--- src/rtl/core_pkg.sv ---
// Shared core constants and writeback types used by the register-file
// writeback arbiter and its scoreboard.
package core_pkg;
  localparam int XLEN = 64;
  localparam int NREG = 32;
  localparam int AW   = $clog2(NREG);

  typedef struct packed {
    logic [AW-1:0]   addr;
    logic [XLEN-1:0] data;
  } wb_req_t;

  typedef enum logic {
    GNT_A = 1'b0,
    GNT_B = 1'b1
  } gnt_e;
endpackage

--- src/rtl/rf_scoreboard.sv ---
// Per-register busy scoreboard: set when decode issues a writer, cleared when
// the regfile write retires. Register 0 is never busy.
module rf_scoreboard
  import core_pkg::*;
(
  input  logic          clk,
  input  logic          rst,
  input  logic          set_en,
  input  logic [AW-1:0] set_addr,
  input  logic          clr_en,
  input  logic [AW-1:0] clr_addr,
  input  logic [AW-1:0] rs1_addr,
  input  logic [AW-1:0] rs2_addr,
  output logic          rs1_busy,
  output logic          rs2_busy,
  output logic          idle
);
  logic [NREG-1:1] busy_reg;
  logic [NREG-1:0] busy;

  genvar gi;
  generate
    for (gi = 1; gi < NREG; gi++) begin : g_busy
      // Set has priority: a new producer issued in the same cycle as the old
      // one retires must keep the register marked busy.
      always_ff @(posedge clk or posedge rst) begin
        if (rst) begin
          busy_reg[gi] <= 1'b0;
        end else if (set_en && (set_addr == AW'(gi))) begin
          busy_reg[gi] <= 1'b1;
        end else if (clr_en && (clr_addr == AW'(gi))) begin
          busy_reg[gi] <= 1'b0;
        end
      end
    end
  endgenerate

  assign busy     = {busy_reg, 1'b0};
  assign rs1_busy = busy[rs1_addr];
  assign rs2_busy = busy[rs2_addr];
  assign idle     = ~(|busy_reg) & ~clr_en;
endmodule

--- src/rtl/rf_wb_arbiter.sv ---
// Round-robin arbiter sharing the single regfile write port between the ALU
// pipe (A) and the load/mul-div unit (B), with registered write outputs.
module rf_wb_arbiter
  import core_pkg::*;
(
  input  logic            clk,
  input  logic            rst,
  input  logic            a_valid,
  output logic            a_ready,
  input  logic [AW-1:0]   a_addr,
  input  logic [XLEN-1:0] a_data,
  input  logic            b_valid,
  output logic            b_ready,
  input  logic [AW-1:0]   b_addr,
  input  logic [XLEN-1:0] b_data,
  input  logic            iss_en,
  input  logic [AW-1:0]   iss_addr,
  input  logic [AW-1:0]   rs1_addr,
  input  logic [AW-1:0]   rs2_addr,
  output logic            rs1_busy,
  output logic            rs2_busy,
  output logic            wr_en,
  output logic [AW-1:0]   wr_addr,
  output logic [XLEN-1:0] wr_data,
  output logic            idle
);
  gnt_e            last_gnt_reg;
  gnt_e            last_gnt_next;
  wb_req_t         a_req;
  wb_req_t         b_req;
  wb_req_t         sel_req;
  logic            xfer;
  logic            wr_en_reg;
  logic [AW-1:0]   wr_addr_reg;
  logic [XLEN-1:0] wr_data_reg;

  assign a_req = '{addr: a_addr, data: a_data};
  assign b_req = '{addr: b_addr, data: b_data};

  always_comb begin
    a_ready       = 1'b0;
    b_ready       = 1'b0;
    last_gnt_next = last_gnt_reg;
    sel_req       = b_req;
    // On a tie the source that did not win last time goes first.
    a_ready = a_valid & (~b_valid | (last_gnt_reg == GNT_B));
    b_ready = b_valid & ~a_ready;
    if (a_ready) begin
      last_gnt_next = GNT_A;
      sel_req       = a_req;
    end else if (b_ready) begin
      last_gnt_next = GNT_B;
    end
  end

  assign xfer = a_ready | b_ready;

  always_ff @(posedge clk or posedge rst) begin
    if (rst) begin
      last_gnt_reg <= GNT_B;
      wr_en_reg    <= 1'b0;
      wr_addr_reg  <= '0;
      wr_data_reg  <= '0;
    end else begin
      last_gnt_reg <= last_gnt_next;
      // x0 writes are consumed here but never reach the regfile.
      wr_en_reg    <= xfer && (sel_req.addr != '0);
      if (xfer) begin
        wr_addr_reg <= sel_req.addr;
        wr_data_reg <= sel_req.data;
      end
    end
  end

  assign wr_en   = wr_en_reg;
  assign wr_addr = wr_addr_reg;
  assign wr_data = wr_data_reg;

  rf_scoreboard u_scoreboard (
    .clk      (clk),
    .rst      (rst),
    .set_en   (iss_en),
    .set_addr (iss_addr),
    .clr_en   (wr_en_reg),
    .clr_addr (wr_addr_reg),
    .rs1_addr (rs1_addr),
    .rs2_addr (rs2_addr),
    .rs1_busy (rs1_busy),
    .rs2_busy (rs2_busy),
    .idle     (idle)
  );
endmodule

--- config.mk ---
export PLATFORM = sky130hd
export DESIGN_NAME = rf_wb_arbiter
export DESIGN_NICKNAME = d
export VERILOG_FILES = /design/src/rtl/core_pkg.sv /design/src/rtl/rf_scoreboard.sv /design/src/rtl/rf_wb_arbiter.sv
export SDC_FILE = /design/constraint.sdc
export NUM_CORES = 1
export LEC_CHECK = 0
export ABC_AREA = 1
export ABC_CLOCK_PERIOD_IN_PS = 4200
export CAP_MARGIN = 5
export CELL_PAD_IN_SITES_DETAIL_PLACEMENT = 1
export CELL_PAD_IN_SITES_GLOBAL_PLACEMENT = 2
export CORE_MARGIN = 3
export CORE_UTILIZATION = 22
export DETAILED_ROUTE_END_ITERATION = 8
export PLACE_DENSITY_LB_ADDON = 0.15
export SYNTH_ARGS = -nofsm -noshare
export SYNTH_HDL_FRONTEND = slang
export SYNTH_SLANG_ARGS = --single-unit
--- constraint.sdc ---
create_clock -name clk -period 4.2 [get_ports clk]
set_input_delay 0.84 -clock clk [delete_from_list [all_inputs] [get_ports clk]]
set_output_delay 0.84 -clock clk [all_outputs]
set_load 0.005 [all_outputs]
==> Word-level counts from Yosys, hierarchy flattened <==
Index checks and enable logic that the tools add are counted.
{ "classes": {"order_cmp": 2, "n_eq_ne": 62, "mux": 69, "bitwise_logic": 9, "reduce_logical": 97} }
{ "op_table": {"columns": ["op", "count"], "rows": [
  ["$eq 5x5->1 const B", 32],
  ["$eq 5x4->1 const B", 16],
  ["$mux 69", 1],
  ["$mux 1", 66],
  ["$reduce_bool 2->1", 32],
  ["$logic_and 1x1->1", 63],
  ["$eq 5x3->1 const B", 8],
  ["$reduce_or 31->1", 1],
  ["$eq 5x2->1 const B", 4],
  ["$lt 5x6->1 const B", 2],
  ["$bmux 1 s5", 2],
  ["$eq 5x1->1 const B", 2],
  ["$reduce_bool 5->1", 1],
  ["$not 1->1", 4],
  ["$and 1x1->1", 3],
  ["$or 1x1->1", 2]
]} }
{ "totals": {"regBits": 102, "out_inout_bits": 75, "wordCells": 274} }

==> Depth between registers and ports, before layout <==
Gate-level depths: netlist of run 1.
{ "logic_depth": {"ltp_word": 7, "ltp_mapped": 11, "mapped_depth_nobuf": 9} }

==> Hierarchy <==
A second synthesis of run 1 with hierarchy kept.
{ "hier_totals": {"cells_unflattened": 751, "hier_area_um2": 5370.2} }
{ "modules_own_cells": {"columns": ["mod", "instances", "cells_each", "area_per_inst_um2", "seq_area_each_um2"], "rows": [
  ["rf_wb_arbiter", 1, 393, 3130.5, 1778.0],
  ["rf_scoreboard", 1, 358, 2239.6, 775.7]
]} }

==> Worst setup path after synthesis of run 1 <==
No wires, ideal clock.
{ "synth_timing": {"path_kind": "in2out", "from": "input rs2_addr[0]", "to": "output rs2_busy", "t_arrival_ps": 1711, "slack_ps": 1649, "path_stages": 10, "path_buffers": 2, "cell_sequence": "buf_2 -> clkbuf_1 -> nand2_1 -> nand3_1 -> nand3_1 -> nand2_1 -> nand2_1 -> nand2_1 -> nand2_1 -> nand2_1"} }
{ "synth_between": {"elab_chain_len": 2} }
{ "synth_rtl": {"columns": ["element", "line", "text"], "rows": [
  ["start, declared", "rf_wb_arbiter.sv:19", "input logic [AW-1:0] rs2_addr,"],
  ["$bmux 1 s5", "rf_scoreboard.sv:40", "assign rs2_busy = busy[rs2_addr];"],
  ["$mux 1 (not written as such)", "rf_scoreboard.sv:40", null],
  ["end, declared", "rf_wb_arbiter.sv:21", "output logic rs2_busy,"]
]} }
No other way between the ends. The select of a mux whose other input is x is not followed.

==> Worst setup path after layout of run 1 <==
{ "layout_timing": {"from": "input rs1_addr[1]", "to": "output rs1_busy"} }
{ "layout_between": {"elab_chain_len": 2} }
{ "layout_rtl": {"columns": ["element", "line", "text"], "rows": [
  ["start, declared", "rf_wb_arbiter.sv:18", "input logic [AW-1:0] rs1_addr,"],
  ["$bmux 1 s5", "rf_scoreboard.sv:39", "assign rs1_busy = busy[rs1_addr];"],
  ["$mux 1 (not written as such)", "rf_scoreboard.sv:39", null],
  ["end, declared", "rf_wb_arbiter.sv:20", "output logic rs1_busy,"]
]} }
No other way between the ends. The select of a mux whose other input is x is not followed.

==> results of run 1 <==
-- area by class of cell --
cell class                 count  area [µm²]  area share, %
antenna                        1        2.50         0.0302
clock buffer                  11         243           2.93
clock inverter                 5        57.6          0.695
inverter                      36         138           1.66
multi-input combinational    569        2480           29.9
sequential                   102        2550           30.8
tap                          319         399           4.82
timing repair buffer         241        2410           29.1
-- worst register-to-register path, delay by kind of cell (launching register included) --
family,cells,cell delay (ns)
AO/OA/AOI/OAI,2,0.30
buffers and inverters,1,0.68
flip-flops,1,0.39
AND/OR/NAND/NOR,4,0.36
-- synthesized netlist by cell type --
library cell  count
or2_2             3
nand3b_1          1
inv_2             3
nor2_1           31
inv_1            33
buf_2            16
clkbuf_1         24
o21ai_1           1
a32o_1            1
nand4_1           3
nor2_2            1
dfrtp_1         101
o21ai_0          38
dfstp_2           1
o211ai_1          1
o21ai_4           1
nand3_1         180
nor4_1            7
nand2_1         301
-- cell families (layout without fill, tap and decap cells) --
group | count (synthesis) | in the layout
compound gates | 42 | 42
buf+inv | 76 | 293
flops | 102 | 102
other cells | 0 | 1
simple gates | 527 | 527
-- power groups by stage --
stage | sequential, µW | clock, µW | combinational (µW)
after detailed placement | 1500 | 0 | 947
after global placement | 1500 | 0 | 947
after floorplan | 1370 | 0 | 446
after global routing | 1510 | 953 | 1050
after CTS | 1480 | 920 | 950
final | 1480 | 884 | 926
-- worst max path at each step --
stage | start | end | slack (ns) | cells after the start
global route | rs2_addr[1] | rs2_busy | 0.44 | 10
detailed placement | rs1_addr[1] | rs1_busy | 0.57 | 10
CTS | rs1_addr[1] | rs1_busy | 0.56 | 10
floorplan | rst | u_scoreboard.busy[10] | 0.69 | 1
finish | rs1_addr[1] | rs1_busy | 0.61 | 10
global placement | rs1_addr[1] | rs1_busy | 0.63 | 10
-- stage by stage --
stage	utilization, %	instances
floorplan	-	747
global placement	33.8	1267
detailed placement	33.8	1267
CTS	35.1	1283
global route	35.1	1283
finish	35.1	1284
-- metal layers --
metal,track usage [%],wire length (µm),up-vias,part of all wire (%)
met5,0,9,-,0.039
met4,5.12,432,2,1.9
met3,6.78,2020,28,8.7
met2,29.3,11000,160,47
met1,21.4,9850,2777,42
li1,-,-,2859,-
==> results.tsv, run 1 <==
stage	metric	value	unit
run_status	outcome	completed	
power	combinational power share	28.1	%
logic_synthesis	library cells used by synthesis	19	
clock_network	clock latency on the worst-skew pair	0.35	ns
clock_network	Root Buffer	clkbuf_16	
clock_network	deepest clock path buffer count	2	
worst_setup_path	worst r2r src	last_gnt_reg	
power	clock share of power	26.8	%
finish	commonest non-fill, non-tap cell in the layout	nand2_1	
logic_synthesis	post-synthesis mux area share	0	%
placed_design	DPL Wire Length	17.1	mm
grt	vias in the first global route	6201	
die	core area	23600	µm²
placed_design	placed cell areas	7980	µm²
worst_setup_path	critical path class	in -> out	
min_path	hold path start	wr_data[26]	
logic_synthesis	top cell type's share of synthesized area	47.4	%
power	leakage power	0.00365	µW
min_path	worst hold path cell count	2	
drt	Via-to-Cell Ratio	4.54	
worst_setup_path	CP required	3.36	ns
sta	PnR worst setup slack	0.608	ns
clock_network	clock sink total	102	
power	switching share of power	34.7	%
die	Die H	162	µm
power	total design power	3290	µW
worst_setup_path	slowest CP cell	clkdlybuf4s50_1	
sta	Tmin final	3.59	ns
min_path	worst hold path class	reg -> reg	
clock_network	CTS resizes	0	
clock_network	Post-CTS Setup Repair Bufs	0	
power	sequential fraction of design power	45.1	%
worst_setup_path	setup slack, reg-to-reg	2.34	ns
power	Pint	2150	µW
placed_design	PortBufs	232	
logic_synthesis	Synth Area in XOR/XNOR	0	%
logic_synthesis	Yosys top cell by area	dfrtp_1	
power	Switch Pwr	1140	µW
sta	Slew Limit Headroom	42.9	%
die	Initial Utilization	22.6	%
die	IO Pins	233	
sta	final slew viol count	0	
finish	most frequent cells in the layout	nand2_1 (301), clkdlybuf4s50_1 (232), nand3_1 (180), dfrtp_1 (101), o21ai_0 (38)	
logic_synthesis	Synth Area per Inst	7.14	µm²
sta	WHS	0.492	ns
sta	clk_skew	0.00796	ns
logic_synthesis	dominant cells by area after synthesis	dfrtp_1 (47%), nand2_1 (21%), nand3_1 (17%)	
logic_synthesis	fraction of the mapped netlist area in adder cells	0	%
logic_synthesis	Yosys reg bits	102	
drt	initial detailed-routing violation count	243	
min_path	Hold Path Sink	wr_data[26]	
power	pwr/cell area	398	nW/µm²
logic_synthesis	yosys synthesis warning count	0	
logic_synthesis	simple-gate share of the synthesized area	42.1	%
placed_design	gp weighted congestion	0.784	
finish	Layout area overhead	55.4	%
grt	first-pass GRT wire length	36.0	mm
clock_network	CTS tree	built	
drt	Routed WL	23.3	mm
die	Die ar.	26100	µm²
logic_synthesis	Synth Cell Area	5330	µm²
drt	DRT antenna net count	0	
worst_setup_path	Critical Path AT	2.75	ns
logic_synthesis	syn nets	905	
worst_setup_path	crit-path cells	clkdlybuf4s50_1, inv_1, nand3_1, nand3_1, nand2_1, nand2_1, nand2_1, nand2_1, nand2_1, clkdlybuf4s50_1	
worst_setup_path	CP startpoint kind	primary input	
worst_setup_path	largest stage delay on the critical path	0.68	ns
finish	max reg flops	64	
grt	GRT Util Overall	17.7	%
sta	Least-Margin Pin Slew	0.856	ns
worst_setup_path	Critical Path End Type	output port	
worst_setup_path	Critical R2R Capture	wr_en	
clock_network	total CTS buffers	9	
finish	fill cell count	2927	
sta	setup TNS	0	ns
finish	Nets	1117	
grt	global route overflow	0	
logic_synthesis	register area share after synthesis	47.9	%
logic_synthesis	Compound-Gate Fraction of Synth Area	4.30	%
die	Row Count	56	
logic_synthesis	main combinational cell family by area after synthesis	simple AND/OR/NAND/NOR gates	
placed_design	Placement Setup Slack	0.569	ns
grt	initial antenna violation count	1	
worst_setup_path	R2R depth	7	
drt	Residual DRC	0	
sta	period utilization	85.5	%
grt	largest net degree at the start of global routing	73	
sta	RSZ-0062 raised after global routing	no	
die	width of the die	162	µm
worst_setup_path	Crit path top cell by count	nand2_1	
worst_setup_path	critical path peak fanout	9	
worst_setup_path	CP top delay family	buffers and inverters	
worst_setup_path	WP buf/inv	3	
sta	final hold vios	0	
drt	via count	5826	
clock_network	clock transition at the registers of the reported paths	0.07	ns
finish	share of cells above drive strength 1	3.53	%
power	Peak VDD IR	0.207	mV
clock_network	hold_buf cts	0	
sta	Final Setup Violations	0	
clock_network	CTS H-tree lvls	3	
finish	fin area	8280	µm²
logic_synthesis	Cells after Synth	747	
drt	DR WL/cell	18.2	µm
drt	First-pass DRT Iterations	4	
job	Max-Cap Viols	0	
sta	Fmax	278	MHz
Power figures use the tool's default switching activity.
==> run 2, diff against run 1 <==
- PLACE_DENSITY_LB_ADDON: 0.15 -> 0.1
- SKIP_LAST_GASP: default -> 1
==> run 2 against run 1 <==
- worst hold slack gained 0.0050 ns
- critical path depth is the same
- via count down 0.34%
- setup slack worse by 0.037 ns
- wire length barely moved
- clock power rose by 5.2%
- non-clock buffer count unchanged
- critical endpoint is now rs2_busy
- largest cell class unchanged
==> results.tsv, run 2 (synthesis results as in run 1) <==
stage	metric	value	unit	change
run_status	outcome	completed		
die	core area	23600	µm²	unchanged
finish	most frequent cells in the layout	nand2_1 (301), clkdlybuf4s50_1 (232), nand3_1 (180), dfrtp_1 (101), o21ai_0 (38)		
power	pwr/cell area	403	nW/µm²	+1.3%
drt	initial detailed-routing violation count	281		+16%
grt	largest net degree at the start of global routing	73		unchanged
drt	DRT antenna net count	0		unchanged
clock_network	CTS resizes	0		unchanged
clock_network	Post-CTS Setup Repair Bufs	0		unchanged
grt	first-pass GRT wire length	36.5	mm	+1.6%
power	leakage power	0.00365	µW	about the same
sta	final hold vios	0		unchanged
worst_setup_path	critical path class	in -> out		
die	width of the die	162	µm	unchanged
finish	commonest non-fill, non-tap cell in the layout	nand2_1		
grt	initial antenna violation count	3		+2
die	Initial Utilization	22.6	%	unchanged
clock_network	clock sink total	102		unchanged
sta	Least-Margin Pin Slew	0.844	ns	-0.0124 ns
clock_network	total CTS buffers	9		unchanged
power	Peak VDD IR	0.236	mV	+14%
worst_setup_path	CP top delay family	buffers and inverters		
worst_setup_path	Critical Path End Type	output port		
worst_setup_path	setup slack, reg-to-reg	2.23	ns	-0.11 ns
sta	Tmin final	3.63	ns	+0.0367 ns
die	IO Pins	233		unchanged
worst_setup_path	CP required	3.36	ns	about the same
placed_design	placed cell areas	7970	µm²	-0.16%
drt	Routed WL	23.3	mm	about the same
worst_setup_path	critical path peak fanout	9		unchanged
sta	RSZ-0062 raised after global routing	no		
finish	Final Util	35.1	%	+0.037 points
clock_network	hold_buf cts	0		unchanged
die	Die ar.	26100	µm²	unchanged
min_path	worst hold path class	reg -> reg		
placed_design	DPL Wire Length	17.3	mm	+1.3%
clock_network	deepest clock path buffer count	2		unchanged
finish	share of cells above drive strength 1	3.63	%	+0.10 points
clock_network	CTS tree	built		
sta	period utilization	86.4	%	+0.87 points
finish	Layout area overhead	55.6	%	
die	Row Count	56		unchanged
job	Max-Cap Viols	0		unchanged
sta	setup TNS	0	ns	unchanged
worst_setup_path	crit-path cells	clkdlybuf4s50_1, inv_1, nand3_1, nand3_1, nand2_1, nand2_1, nand2_1, nand2_1, nand2_1, clkdlybuf4s50_1		
grt	GRT Util Overall	18.0	%	+0.30 points
drt	First-pass DRT Iterations	4		unchanged
sta	clk_skew	0.00713	ns	-0.000832 ns
finish	fin area	8290	µm²	+0.11%
grt	vias in the first global route	6176		-0.40%
finish	fill cell count	2920		-0.24%
placed_design	gp weighted congestion	0.778		-0.82%
sta	final slew viol count	0		unchanged
sta	Final Setup Violations	0		unchanged
sta	WHS	0.497	ns	+0.00501 ns
grt	global route overflow	0		unchanged
placed_design	PortBufs	232		unchanged
drt	via count	5806		-0.34%
drt	Via-to-Cell Ratio	4.53		-0.27%
worst_setup_path	WP buf/inv	3		unchanged
finish	n_diodes	0		-1
sta	Fmax	276	MHz	-1.0%
drt	Residual DRC	0		unchanged
clock_network	Root Buffer	clkbuf_16		
worst_setup_path	CP startpoint kind	primary input		
clock_network	clock latency on the worst-skew pair	0.35	ns	about the same
finish	Nets	1117		unchanged
worst_setup_path	Critical Path AT	2.79	ns	+0.04 ns
clock_network	clock transition at the registers of the reported paths	0.07	ns	about the same
die	Die H	162	µm	unchanged
finish	max reg flops	64		unchanged
clock_network	CTS H-tree lvls	3		unchanged
sta	Slew Limit Headroom	43.8	%	+0.83 points
worst_setup_path	slowest CP cell	clkdlybuf4s50_1		
drt	DR WL/cell	18.2	µm	+0.10%
worst_setup_path	Crit path top cell by count	nand2_1		
worst_setup_path	largest stage delay on the critical path	0.69	ns	about the same
[run 2: cell count changes in the layout (fill, tap and decap cells not counted)]
cell and delta:
buf_12 -1, inv_6 -1, clkinvlp_4 +2, buf_4 +1, diode_2 -1, bufinv_16 +1
clkbuf_1 -1, clkinv_4 -1
[run 2: worst reg2reg max path, delay by kind of cell (launching register included)]
kind | cells | cell delay, ns
buffers and inverters | 2 | 0.79
and+or+nand+nor | 3 | 0.36
DFF | 1 | 0.56
AOI/OAI and AO/OA | 2 | 0.20
[run 2: per-stage QoR]
step	worst slack, ns	total power (µW)	instances
5_1_grt	0.420	3590	1283
3_5_place_dp	0.576	2450	1267
4_1_cts	0.566	3410	1283
3_3_place_gp	0.593	2440	1267
6_report	0.571	3340	1283
2_1_floorplan	0.686	1820	747
[run 2: report_power, final]
| group | internal, µW | switching, µW |
|---|---|---|
| Clock | 537 | 393 |
| Sequential | 1200 | 275 |
| Combinational | 464 | 467 |
[run 2: layout make-up]
| cell class | instances | area, µm² | share of cell area, % |
|---|---|---|---|
| Sequential cell | 102 | 2550 | 30.8 |
| Clock inverter | 6 | 85.1 | 1.03 |
| Timing Repair Buffer | 241 | 2400 | 29.0 |
| Inverter | 36 | 138 | 1.66 |
| Multi-Input combinational cell | 569 | 2480 | 29.9 |
| Clock buffer | 10 | 239 | 2.88 |
| Tap cell | 319 | 399 | 4.81 |
[run 2: final timing paths]
path	to	startpoint	cells after the start
max reg2reg	wr_en	last_gnt_reg	7
min reg2reg	wr_data[39]	wr_data[39]	2
min in group asynchronous	wr_data[47]	rst	2
min	wr_data[39]	wr_data[39]	2
max	rs2_busy	rs2_addr[1]	10
max in group asynchronous	last_gnt_reg	rst	3
[run 2: per-layer routing]
metal / GRT usage [%] / part of all wire, %
met5: 0 / 0.15
met2: 30.1 / 48
met4: 3.64 / 1.2
met3: 7.60 / 8.6
met1: 21.7 / 42
==> run 3, diff against run 2 <==
- SLEW_MARGIN: default -> 20
==> results of run 3 <==
Same layout as run 2: the final DEF is identical, and so are final timing and power.
